--- src/rtl/hazard_ctrl_unit.sv ---
// Hazard controller for the 5-stage MIPS pipeline: load-use and branch-operand stalls,
// taken-branch flush, data-memory freeze with a sticky timeout watchdog and perf counters.
module hazard_ctrl_unit #(
  parameter int unsigned MEM_TIMEOUT = 64,
  parameter int unsigned CNT_W       = 16
) (
  input  logic             clock,
  input  logic             reset,
  input  logic [31:0]      ifid_inst,
  input  logic             id_uses_rt,
  input  logic             id_is_branch,
  input  logic             branch_taken,
  input  logic             idex_regwrite,
  input  logic             idex_memread,
  input  logic [4:0]       idex_dst,
  input  logic             exmem_memread,
  input  logic [4:0]       exmem_dst,
  input  logic             exmem_memacc,
  input  logic             dmem_ready,
  output logic             pc_write,
  output logic             ifid_stall,
  output logic             ifid_flush,
  output logic             idex_bubble,
  output logic             pipe_freeze,
  output logic             mem_timeout,
  output logic [CNT_W-1:0] stall_cycles,
  output logic [CNT_W-1:0] flush_count
);

  localparam int unsigned WC_W = $clog2(MEM_TIMEOUT + 1);
  localparam logic [WC_W-1:0] WC_MAX = WC_W'(MEM_TIMEOUT);

  typedef enum logic {RUN, MEM_WAIT} state_t;

  state_t           state_q, state_d;
  logic [WC_W-1:0]  wait_cnt_q, wait_cnt_d;
  logic             timeout_q, timeout_d;
  logic [CNT_W-1:0] stall_q, stall_d;
  logic [CNT_W-1:0] flush_q, flush_d;

  logic [4:0] rs, rt;
  logic       mem_stall, hz;
  logic       unused_inst_bits;

  assign rs = ifid_inst[25:21];
  assign rt = ifid_inst[20:16];
  assign unused_inst_bits = &{1'b0, ifid_inst[31:26], ifid_inst[15:0]};

  function automatic logic reg_match(input logic [4:0] dst, input logic [4:0] src_s,
                                     input logic [4:0] src_t, input logic uses_t);
    return (dst != '0) && ((dst == src_s) || (uses_t && (dst == src_t)));
  endfunction

  assign mem_stall = exmem_memacc & ~dmem_ready;

  always_comb begin
    hz = 1'b0;
    if (idex_memread && reg_match(idex_dst, rs, rt, id_uses_rt))
      hz = 1'b1;
    if (id_is_branch && idex_regwrite && reg_match(idex_dst, rs, rt, id_uses_rt))
      hz = 1'b1;
    if (id_is_branch && exmem_memread && reg_match(exmem_dst, rs, rt, id_uses_rt))
      hz = 1'b1;
  end

  // Pipeline controls are forced to their idle values while reset is held, even mid-cycle.
  always_comb begin
    pc_write    = 1'b1;
    ifid_stall  = 1'b0;
    ifid_flush  = 1'b0;
    idex_bubble = 1'b0;
    pipe_freeze = 1'b0;
    if (reset) begin
      if (mem_stall) begin
        pipe_freeze = 1'b1;
        ifid_stall  = 1'b1;
        pc_write    = 1'b0;
      end else if (hz) begin
        ifid_stall  = 1'b1;
        pc_write    = 1'b0;
        idex_bubble = 1'b1;
      end else if (branch_taken) begin
        ifid_flush  = 1'b1;
      end
    end
  end

  always_comb begin
    state_d    = state_q;
    wait_cnt_d = wait_cnt_q;
    case (state_q)
      RUN: begin
        if (mem_stall) begin
          state_d    = MEM_WAIT;
          wait_cnt_d = WC_W'(1);
        end
      end
      MEM_WAIT: begin
        if (dmem_ready) begin
          state_d    = RUN;
          wait_cnt_d = '0;
        end else if (wait_cnt_q != WC_MAX) begin
          wait_cnt_d = wait_cnt_q + WC_W'(1);
        end
      end
      default: begin
        state_d    = RUN;
        wait_cnt_d = '0;
      end
    endcase
    timeout_d = timeout_q | (wait_cnt_d == WC_MAX);
    stall_d   = (ifid_stall && (stall_q != '1)) ? stall_q + CNT_W'(1) : stall_q;
    flush_d   = (ifid_flush && (flush_q != '1)) ? flush_q + CNT_W'(1) : flush_q;
  end

  always_ff @(posedge clock or negedge reset) begin
    if (!reset) begin
      state_q    <= RUN;
      wait_cnt_q <= '0;
      timeout_q  <= 1'b0;
      stall_q    <= '0;
      flush_q    <= '0;
    end else begin
      state_q    <= state_d;
      wait_cnt_q <= wait_cnt_d;
      timeout_q  <= timeout_d;
      stall_q    <= stall_d;
      flush_q    <= flush_d;
    end
  end

  assign mem_timeout  = timeout_q;
  assign stall_cycles = stall_q;
  assign flush_count  = flush_q;

endmodule

--- config.mk ---
export PLATFORM = sky130hd
export DESIGN_NAME = hazard_ctrl_unit
export DESIGN_NICKNAME = d
export VERILOG_FILES = /design/src/rtl/hazard_ctrl_unit.sv
export SDC_FILE = /design/constraint.sdc
export NUM_CORES = 1
export LEC_CHECK = 0
export BUFFER_PORTS_ARGS = -buffer_cell sky130_fd_sc_hd__buf_2
export CAP_MARGIN = 40
export CORE_MARGIN = 5
export CORE_UTILIZATION = 30
export DETAILED_ROUTE_END_ITERATION = 16
export GPL_TIMING_DRIVEN = 1
export REMOVE_ABC_BUFFERS = 1
export SLEW_MARGIN = 30
export SYNTH_ARGS = -nofsm -noshare
export SYNTH_HDL_FRONTEND = slang
export SYNTH_SLANG_ARGS = --single-unit
export TNS_END_PERCENT = 5
--- constraint.sdc ---
create_clock -name clock -period 4.8 [get_ports clock]
set_input_delay 0.24 -clock clock [delete_from_list [all_inputs] [get_ports clock]]
set_output_delay 0.24 -clock clock [all_outputs]
set_load 0.01 [all_outputs]
# ---- Yosys cells after proc, flatten, opt, wreduce, memory -nomap -nowiden
# Index checks and enable logic that the tools add are counted.
dict set report word_totals {
  reg_bits 41
  input_bits 52
  output_inout_bits 38
  word_cells 58
}
dict set report classes {
  addsub 3
  eq_ne 8
  muxes 23
  bitwise_logic 4
  n_reduce_logical 15
}
# operator count
set op_table {}
lappend op_table {{$add 16x1->16 const B} 2}
lappend op_table {{$ne 16x16->1 const B} 2}
lappend op_table {{$mux 7} 3}
lappend op_table {{$eq 5x5->1} 4}
lappend op_table {{$mux 1} 18}
lappend op_table {{$pmux 7 s2} 1}
lappend op_table {{$logic_and 1x1->1} 11}
lappend op_table {{$reduce_bool 5->1} 2}
lappend op_table {{$add 7x1->7 const B} 1}
lappend op_table {{$eq 7x7->1 const B} 1}
lappend op_table {{$ne 7x7->1 const B} 1}
lappend op_table {{$logic_or 1x1->1} 2}
lappend op_table {{$not 1->1} 2}
lappend op_table {{$pmux 1 s2} 1}
lappend op_table {{$and 1x1->1} 1}
lappend op_table {{$or 1x1->1} 1}

# ---- Depth between registers and ports, before layout
dict set report depth {
  ltp_word 12
  mapped_depth 8
  mapped_depth_nobuf 7
}

# ---- Worst setup path before layout
# Ideal clock, no wire load.
dict set report synth_path {
  path_kind {in2out}
  startpoint {input exmem_dst[0]}
  endpoint {output pc_write}
  arrival_time_ps 1594
  required_ps 4560
  slack_ps 2966
  cell_stages 5
  path_buffers 0
  path_cell_list {or3_1 -> o311a_4 -> a22oi_2 -> nand2b_1 -> and2_1}
}
dict set report synth_between {
  elab_chain_cells 9
  word_cells_on_any_way 11
  classes_between {eq/ne (2); mux (4); reduce/logical (5)}
}
# item line_no
set synth_rtl {}
lappend synth_rtl {{start, declared} 17} ;# input logic [4:0] exmem_dst,
lappend synth_rtl {{$eq 5x5->1} 51} ;# return (dst != '0) && ((dst == src_s) || (uses_t && (dst == src_t)));
lappend synth_rtl {{$logic_and 1x1->1} 51}
lappend synth_rtl {{$logic_or 1x1->1} 51}
lappend synth_rtl {{$logic_and 1x1->1 *} 51}
lappend synth_rtl {{$logic_and 1x1->1 *} 62} ;# if (id_is_branch && exmem_memread && reg_match(exmem_dst, rs, rt, id_uses_rt))
lappend synth_rtl {{$mux 1 *} 62}
lappend synth_rtl {{$mux 1 *} 78} ;# end else if (hz) begin
lappend synth_rtl {{$mux 1 *} 74} ;# if (mem_stall) begin
lappend synth_rtl {{$mux 1 *} 73} ;# if (reset) begin
lappend synth_rtl {{end, declared} 20} ;# output logic pc_write,
# Every way passes the cells marked *; elsewhere a longest branch is shown, timed or not.

# ---- Final worst setup path
# Same ends and word-level chain as after synthesis.

==> run_results.csv <==
group,metric,value,unit
global_route,antenna_found_initial,0,
sta,whs,60.2,ps
clocking,clk_path_buf_depth,2,
synthesis,synth.area.top_cells,"dfrtp_1 41%, xnor2_1 12%, xor2_1 4.6%",
synthesis,synthArstFlopShare,100,%
synthesis,yosys_warnings,0,
sta,slew_headroom,49.7,%
synthesis,synth_flop_cell,"dfrtp_1",
cells_and_area,area_delta_synth_final,21.2,%
floorplan,io_pins,90,
detailed_routing,avgViaCountPerCell,4.85,
critical_path,crit_path_max_incr_delay,600,ps
critical_path,end_kind,"primary output",
floorplan,chipHeight,101,µm
synthesis,syn_area,2500,µm²
detailed_routing,wl_per_cell,13.3,µm
pwr,p_leak,1.42,nW
floorplan,core.rowCount,33,
clocking,cts_made_buffers,5,
synthesis,yosysUniqueCellTypes,40,
clocking,clk_latency,280,ps
floorplan,core,8180,µm²
sta,clock_skew,5.19,ps
sta,finalCritPeriodShare,50.5,%
sta,timing.final.max_slew_violations,0,
clocking,cts_tree,"built",
floorplan,start_util,30.6,%
critical_path,crit_path_start_kind,"primary input",
floorplan,chipWidth,101,µm
placement,gp_congestion,0.903,
pwr,power.density,296,nW/µm²
global_route,grt_max_degree,48,
critical_path,critPathMaxFanout,17,
sta,max_freq,412,MHz
detailed_routing,ant_nets,0,
clocking,cts.sinks,41,
global_route,track_usage,11.6,%
critical_path,cp.arrival,2180,ps
placement,place_ws,2340,ps
critical_path,cp.required,4560,ps
sta,setup_viol,0,
flow_run,cap_violations,0,
clocking,ctsResizeCount,0,
critical_path,crit_top_cell,"buf_2",
pwr,peakVddDrop,0.129,mV
clocking,htree_levels,2,
detailed_routing,drt_iter0_markers,56,
placement,port_buffers,67,
sta,fin_ws,2380,ps
sta,rsz0062_at_grt,"no",
detailed_routing,vias,2153,
global_route,grt_pass1_vias,2111,
synthesis,yosysMostFrequentCell,"dfrtp_1",
clocking,cts-root-buf,"clkbuf_8",
critical_path,crit_chain,"buf_2 -> or3_1 -> o311a_4 -> a22oi_2 -> nand2b_1 -> and2_1 -> buf_2",
sta,finalCriticalPeriod,2420,ps
cells_and_area,fillers,828,
clocking,cts_setup_buffers,0,
floorplan,dieArea,10300,µm²
status,status,"completed",
clocking,hold_buffers,0,
cells_and_area,antennaDiodeCount,0,
cells_and_area,nets,394,
cells_and_area,drive_gt1_share,25.1,%
detailed_routing,drtPass1Iterations,4,
sta,hold_violations,0,
detailed_routing,wl,5900,µm
synthesis,syn_inst,267,
clocking,clk_pin_slew,80,ps
synthesis,synth_top_area_cell,"dfrtp_1",
sta,tightest_slew,754,ps
critical_path,crit_path_top_delay_cell,"a22oi_2",
synthesis,ys_top_cells_by_count,"41 x dfrtp_1, 35 x xnor2_1, 22 x nand2_1, 21 x nand3_1, 18 x nor2_1",
critical_path,critical_path_class,"primary input to primary output",
worst_hold_path,hold_class,"primary input to asynchronous set/reset pin",
global_route,grt_pass1_wl,9960,µm
global_route,grt_overflow_total,0,
synthesis,seq_area_frac_synth,41.0,%
synthesis,ys_ff_latch,41,
placement,dp_hpwl,4470,µm
synthesis,synth.avg_cell_area,9.37,µm²
detailed_routing,drc,0,
sta,tns,0,ps
synthesis,synth_top_cell_area_share,41.0,%
synthesis,synth_edf_count,0,
[cell families (layout without fill, tap and decap cells)]
family	after synthesis	after routing	synth area share, %
and+or+nand+nor	125	125	26.2
xor gates and xnor gates	48	48	16.8
DFF	41	41	41.0
AOI/OAI and AO/OA	30	30	8.90
buffers and inverters	14	86	2.75
muxes	5	5	2.35
adders and majority gates	4	4	2.00
[worst paths after layout]
path,start,endpoint,slack (ps),cells after the start
worst max register to register,wait_cnt_q[0]$_DFF_PN0_,mem_timeout$_DFF_PN0_,2750,7
min in group clock,dmem_ready,state_q$_DFF_PN0_,150,2
worst max-delay path,exmem_dst[0],pc_write,2380,7
max in group asynchronous,reset,stall_cycles[0]$_DFFE_PN0P_,4330,2
worst min register to register,mem_timeout$_DFF_PN0_,mem_timeout$_DFF_PN0_,460,2
worst min-delay path,reset,flush_count[14]$_DFFE_PN0P_,60,2
[flip-flops by register name (all words and copies together), names as in the netlist]
signal and count:
mem_timeout 1, wait_cnt_q 7, state_q 1, stall_cycles 16
flush_count 16
[power by group]
| group | total (W) | internal [W] | leakage [nW] | switching, W |
|---|---|---|---|---|
| combinational | 0.000230 | 0.000107 | 0.830 | 0.000123 |
| clock | 0.000217 | 0.000101 | 0.0450 | 0.000117 |
| sequential | 0.000449 | 0.000390 | 0.542 | 0.0000592 |
| total | 0.000897 | 0.000598 | 1.42 | 0.000299 |
[placed cells by master (no fill, tap or decap), drive strengths merged, types with 2 or more instances in the layout]
master	count
a21oi	4
and2	2
and3	8
buf	68
clkbuf	7
clkinv	2
dfrtp	41
ha	4
inv	9
mux2	4
nand2	22
nand2b	6
nand3	22
nand4	17
nor2	20
nor2b	5
nor3	15
nor3b	3
o21ai	12
o22ai	3
o31ai	3
xnor2	35
xor2	13
[worst max-delay path, delay by kind of cell]
family / cells / cell delay [ps]
AO/OA/AOI/OAI: 2 / 930
buffers and inverters: 2 / 250
AND/OR/NAND/NOR: 3 / 760
[metrics by stage]
step	cell area, µm²	total power (W)	instances	utilization [%]
after floorplan	2470	0.000581	262	-
after global placement	2940	0.000683	435	36.0
after detailed placement	2940	0.000688	435	36.0
after CTS	3020	0.000914	443	37.0
after global routing	3030	0.000958	444	37.1
final	3030	0.000897	444	37.1
[area by class of cell]
| class | instances | area [µm²] | area share (%) |
|---|---|---|---|
| multi-input combinational | 212 | 1410 | 46.4 |
| clock inverter | 2 | 10.0 | 0.330 |
| tap | 105 | 131 | 4.33 |
| inverter | 9 | 33.8 | 1.11 |
| clock buffer | 6 | 72.6 | 2.39 |
| timing repair buffer | 69 | 350 | 11.6 |
| sequential | 41 | 1030 | 33.8 |
[per-layer routing]
layer,up-vias,global-route usage (%),part of all wire (%)
met5,-,0,0
met4,0,3.07,0.61
met3,2,2.55,6.4
met2,47,19.1,46
met1,1019,15.5,47
li1,1085,-,-
Power figures use the tool's default switching activity.
